## src/rtl/spi_pwm_cmd_rx.sv

```systemverilog
// ============================================================================
//  Module      : spi_pwm_cmd_rx
//  Description : Mode-0 SPI slave that validates 8-bit PWM command frames,
//                strobes pset/addr/level, counts bad frames, returns status.
//  Revision    : 1.0 - initial release
// ============================================================================
`default_nettype none

module spi_pwm_cmd_rx #(
  parameter int ERR_W = 4
) (
  input  logic             clk,
  input  logic             rst_n,
  input  logic             spi_sclk,
  input  logic             spi_cs_n,
  input  logic             spi_mosi,
  output logic             spi_miso,
  output logic             pset,
  output logic [2:0]       addr,
  output logic [2:0]       level,
  output logic             frame_err,
  output logic [ERR_W-1:0] err_cnt
);

  typedef enum logic [0:0] {
    ST_IDLE  = 1'b0,
    ST_SHIFT = 1'b1
  } state_t;

  localparam logic [ERR_W-1:0] c_err_one = {{(ERR_W-1){1'b0}}, 1'b1};

  logic             r_sclk_s1, r_sclk_s2, r_sclk_s3;
  logic             r_cs_s1, r_cs_s2;
  logic             r_mosi_s1, r_mosi_s2;
  state_t           r_state;
  logic [7:0]       r_shift;
  logic [2:0]       r_bit_cnt;
  logic             r_frame_done;
  logic             r_trunc;
  logic [7:0]       r_miso_sr;
  logic [2:0]       r_miso_cnt;
  logic             r_pset;
  logic [2:0]       r_addr;
  logic [2:0]       r_level;
  logic             r_frame_err;
  logic [ERR_W-1:0] r_err_cnt;
  logic             r_miso;

  logic             w_sclk_rise;
  logic             w_sclk_fall;
  logic [2:0]       w_cnt_next;
  logic [2:0]       w_cnt_eff;
  logic             w_frame_ok;
  logic             w_err_event;
  logic             w_err_sat;
  logic [3:0]       w_err4;
  logic [7:0]       w_status;

  generate
    if (ERR_W >= 4) begin : g_err_trunc
      assign w_err4 = r_err_cnt[3:0];
    end else begin : g_err_ext
      assign w_err4 = {{(4-ERR_W){1'b0}}, r_err_cnt};
    end
  endgenerate

  assign w_sclk_rise = r_sclk_s2 & ~r_sclk_s3;
  assign w_sclk_fall = ~r_sclk_s2 & r_sclk_s3;
  assign w_cnt_next  = r_bit_cnt + 3'd1;
  // A rise landing in the same cycle as the CS rise still counts toward the frame.
  assign w_cnt_eff   = w_sclk_rise ? w_cnt_next : r_bit_cnt;
  assign w_frame_ok  = r_shift[7] & ~(^r_shift);
  assign w_err_event = (r_frame_done & ~w_frame_ok) | r_trunc;
  assign w_err_sat   = &r_err_cnt;
  assign w_status    = {w_err4, r_addr, 1'b1};

  always_ff @(posedge clk or negedge rst_n) begin
    if (!rst_n) begin
      r_sclk_s1    <= 1'b0;
      r_sclk_s2    <= 1'b0;
      r_sclk_s3    <= 1'b0;
      r_cs_s1      <= 1'b1;
      r_cs_s2      <= 1'b1;
      r_mosi_s1    <= 1'b0;
      r_mosi_s2    <= 1'b0;
      r_state      <= ST_IDLE;
      r_shift      <= 8'h00;
      r_bit_cnt    <= 3'd0;
      r_frame_done <= 1'b0;
      r_trunc      <= 1'b0;
      r_miso_sr    <= 8'h00;
      r_miso_cnt   <= 3'd0;
      r_pset       <= 1'b0;
      r_addr       <= 3'd0;
      r_level      <= 3'd0;
      r_frame_err  <= 1'b0;
      r_err_cnt    <= '0;
      r_miso       <= 1'b0;
    end else begin
      r_sclk_s1    <= spi_sclk;
      r_sclk_s2    <= r_sclk_s1;
      r_sclk_s3    <= r_sclk_s2;
      r_cs_s1      <= spi_cs_n;
      r_cs_s2      <= r_cs_s1;
      r_mosi_s1    <= spi_mosi;
      r_mosi_s2    <= r_mosi_s1;

      r_frame_done <= 1'b0;
      r_trunc      <= 1'b0;
      r_pset       <= 1'b0;
      r_frame_err  <= 1'b0;

      case (r_state)
        ST_IDLE: begin
          r_bit_cnt <= 3'd0;
          if (!r_cs_s2) begin
            r_state    <= ST_SHIFT;
            r_miso_sr  <= w_status;
            r_miso_cnt <= 3'd0;
          end
        end
        ST_SHIFT: begin
          if (w_sclk_rise) begin
            r_shift      <= {r_shift[6:0], r_mosi_s2};
            r_bit_cnt    <= w_cnt_next;
            r_frame_done <= (r_bit_cnt == 3'd7);
          end
          if (w_sclk_fall) begin
            if (r_miso_cnt == 3'd7) begin
              r_miso_sr <= w_status;
            end else begin
              r_miso_sr <= {r_miso_sr[6:0], 1'b0};
            end
            r_miso_cnt <= r_miso_cnt + 3'd1;
          end
          if (r_cs_s2) begin
            r_state   <= ST_IDLE;
            r_trunc   <= (w_cnt_eff != 3'd0);
            r_bit_cnt <= 3'd0;
          end
        end
        default: r_state <= ST_IDLE;
      endcase

      // Evaluated one cycle after the shift so the complete byte is in r_shift.
      if (r_frame_done && w_frame_ok) begin
        r_pset  <= 1'b1;
        r_addr  <= r_shift[6:4];
        r_level <= r_shift[3:1];
      end

      if (w_err_event) begin
        r_frame_err <= 1'b1;
        if (!w_err_sat) begin
          r_err_cnt <= r_err_cnt + c_err_one;
        end
      end

      r_miso <= (r_state == ST_SHIFT) ? r_miso_sr[7] : 1'b0;
    end
  end

  assign spi_miso  = r_miso;
  assign pset      = r_pset;
  assign addr      = r_addr;
  assign level     = r_level;
  assign frame_err = r_frame_err;
  assign err_cnt   = r_err_cnt;

endmodule

`default_nettype wire

```

## config.mk

```make
export PLATFORM = sky130hd
export DESIGN_NAME = spi_pwm_cmd_rx
export DESIGN_NICKNAME = d
export VERILOG_FILES = /design/src/rtl/spi_pwm_cmd_rx.sv
export SDC_FILE = /design/constraint.sdc
export NUM_CORES = 1
export LEC_CHECK = 0
export CAP_MARGIN = 20
export CELL_PAD_IN_SITES_DETAIL_PLACEMENT = 0
export CELL_PAD_IN_SITES_GLOBAL_PLACEMENT = 1
export CORE_MARGIN = 3
export CORE_UTILIZATION = 54
export DETAILED_ROUTE_END_ITERATION = 16
export DONT_BUFFER_PORTS = 1
export PLACE_DENSITY = 0.91
export SYNTH_ARGS = -nofsm -noshare
export SYNTH_HDL_FRONTEND = slang
export SYNTH_SLANG_ARGS = --single-unit
export TNS_END_PERCENT = 5
```

## constraint.sdc

```tcl
create_clock -name clk -period 4.5 [get_ports clk]
set_input_delay 1.125 -clock clk [delete_from_list [all_inputs] [get_ports clk]]
set_output_delay 1.125 -clock clk [all_outputs]
set_load 0.1 [all_outputs]
```

==> impl_metrics.ini <==
[cts]
post_cts_buffers = 0
cts_tree = done
ctsHoldBuffers = 0
clk_latency_ps = 290
cts_resized = 0
clockBufferDepth = 2
path_clk_slew_ps = 80
htreeDepth = 2
clkSinkCount = 45
numCtsBuffers = 5
clock-root-buffer = clkbuf_8

[sta]
fmax_mhz = 406
tightest_slew_ps = 1050
hold_viol_final = 0
finalCritPeriodShare_pct = 54.8
rsz0062_at_grt = false
period_needed_ps = 2460
slew_viol_final = 0
fin_ws_ps = 2040
setup_viol = 0
setup_tns_ps = 0
slew_headroom_pct = 29.9
hold_ws_ps = 353
finClkSkew_ps = 3.13

[layout]
layout.nets = 170
layout_commonest_cell = dfrtp_1
num-fill-cells = 278
multiInputGateArea_um2 = 803
drive_gt1_share_pct = 19.3
layout_common_cells = dfrtp_1, mux2_2, nor2_1
final-seq-area_mm2 = 0.00113
antenna_cells = 0
areaGrowthSynthToFinish_pct = 8.05

[power_and_ir_drop]
vdd_drop_max_mv = 0.459
p_leak_nw = 1.03
p_per_area_mw_per_mm2 = 613

[synth]
synth_nets = 171
ys.warnings.count = 0
synth-seq-cells = 45
synth_cell_type_count = 36
synthCells = 161
syn_avg_cell_area_um2 = 12.4
syn_area_mm2 = 0.00199
synth_seq_area_share_pct = 56.7

[drt]
drc = 0
ant_nets = 0
vias_per_cell = 5.77
drt-total-wl_um = 3180
drt_pass1_iterations = 4
via_count = 1194
wire_per_inst_um = 15.4
drt_iter0_markers = 122

[outcome]
run_status = finished, final reports clean

[critical_path]
crit_end = err_cnt[3]
end_kind = primary output
path_depth = 0
startpoint = err_cnt[3]
r2r_cells = 5
cp.arrival_ps = 1340
regToRegSetupSlack_ps = 2210
critical_path_class = reg -> out
rr_startpoint = err_cnt[0]
critPathRequiredTime_ps = 3380
cp_max_fo = 8
r2r_end = err_cnt[0]
start_kind = register

[floorplan]
coreArea_mm2 = 0.00344
placementRows = 21
die_w_um = 66.7
dieArea_mm2 = 0.00445
ios = 18
die_h_um = 66.7
initial_core_util_pct = 57.8

[global_routing]
grt_first_pass_wirelength_um = 5400
first_global_vias = 1207
antenna_found_initial = 0
grt_max_degree = 46
overflow = 0
grt.total_usage_pct = 16.6

[placement]
preCtsSetupSlack_ps = 2260
place.gp.congestion = 0.747
dp_hpwl_um = 2190
port_buffers = 0

[run]
drv_cap = 0

[worst_hold_path]
hold_path.class = reg -> reg
-- where the power goes --
part,total (mW),switching (mW),leakage (nW),internal (mW)
registers,0.665,0.195,0.559,0.470
clock network,0.351,0.130,0.0681,0.220
logic,0.302,0.158,0.404,0.144
-- how the worst min path moves through the flow --
stage / from / to / slack (ps) / cells after the start
global placement: r_sclk_s1 / r_sclk_s2 / 340 / 0
global route: r_cs_s1 / r_cs_s2 / 370 / 0
floorplan: r_mosi_s1 / r_mosi_s2 / 330 / 0
CTS: r_sclk_s1 / r_sclk_s2 / 360 / 0
detailed placement: r_mosi_s1 / r_mosi_s2 / 340 / 0
finish: r_sclk_s1 / r_sclk_s2 / 350 / 0
-- per-stage QoR --
step / util [%] / total power [mW] / instance area [um2] / cells
floorplan: - / 0.902 / 1990 / 161
global placement: 58.6 / 0.948 / 2020 / 199
detailed placement: 58.6 / 0.969 / 2020 / 199
CTS: 62.5 / 1.32 / 2150 / 207
global route: 62.5 / 1.39 / 2150 / 207
finish: 62.5 / 1.32 / 2150 / 207
-- state kept, by name, summed over array words and instances (netlist names) --
name,flops
r_trunc,1
r_cs_s1,1
spi_miso,1
r_mosi_s2,1
frame_err,1
r_state,1
r_miso_cnt,3
r_frame_done,1
r_mosi_s1,1
err_cnt,4
r_sclk_s2,1
addr,3
r_cs_s2,1
r_miso_sr,8
r_sclk_s3,1
r_shift,8
level,3
r_sclk_s1,1
pset,1
r_bit_cnt,3
-- layer usage --
metal | track usage (%) | vias up | part of all wire [%]
li1 | - | 569 | -
met4 | 8.38 | 0 | 1.7
met1 | 20.5 | 588 | 43
met2 | 25.2 | 32 | 49
met3 | 6.41 | 5 | 6.7
met5 | 0 | - | 0
-- synth_stat cells --
| cell type | number | area (um2) |
|---|---|---|
| a22o_1 | 3 | 26.3 |
| xnor2_1 | 2 | 17.5 |
| a31oi_1 | 3 | 18.8 |
| a211o_2 | 1 | 10.0 |
| xor2_1 | 2 | 17.5 |
| a21oi_1 | 10 | 50.1 |
| o311ai_1 | 1 | 8.76 |
| nor4_1 | 1 | 6.26 |
| and2_1 | 1 | 6.26 |
| dfstp_2 | 2 | 52.6 |
| nand3_4 | 1 | 17.5 |
| a22oi_1 | 1 | 7.51 |
| a311oi_1 | 1 | 8.76 |
| nor3_1 | 2 | 10.0 |
| nand3_1 | 2 | 10.0 |
| nor2_1 | 13 | 48.8 |
| buf_2 | 1 | 5.00 |
| mux2i_1 | 9 | 90.1 |
| nand4_1 | 1 | 6.26 |
| a21o_2 | 1 | 8.76 |
| nand2b_1 | 3 | 18.8 |
| and3_1 | 5 | 31.3 |
| dfrtp_1 | 43 | 1080 |
| nor2b_1 | 4 | 25.0 |
| xnor3_2 | 1 | 23.8 |
| xnor3_1 | 1 | 22.5 |
| ha_1 | 5 | 62.6 |
| a2111o_1 | 1 | 11.3 |
| nand2_1 | 5 | 18.8 |
| mux2_2 | 17 | 191 |
| clkbuf_1 | 7 | 26.3 |
| inv_1 | 7 | 26.3 |
| a21o_1 | 1 | 7.51 |
| o311ai_0 | 1 | 8.76 |
| o21ai_0 | 1 | 5.00 |
| a211oi_1 | 1 | 7.51 |
-- logic make-up (layout without fill, tap and decap cells) --
logic type      Yosys count  count (layout)  share of synthesized area [%]
flops                    45              45                           56.7
simple gates             38              38                           10.0
compound gates           26              26                           8.99
mux                      26              26                           14.2
buf+inv                  15              15                           2.89
xor+xnor                  6               6                           4.09
fa+ha+maj                 5               5                           3.14
-- layout make-up --
type	count	area share [%]
clock buffers	5	3.20
clock inverters	3	3.03
inverters	7	1.22
multi-input cells	101	37.4
flip-flops and latches	45	52.5
well taps	46	2.68
Note: power is estimated with default switching activity, not from simulation.
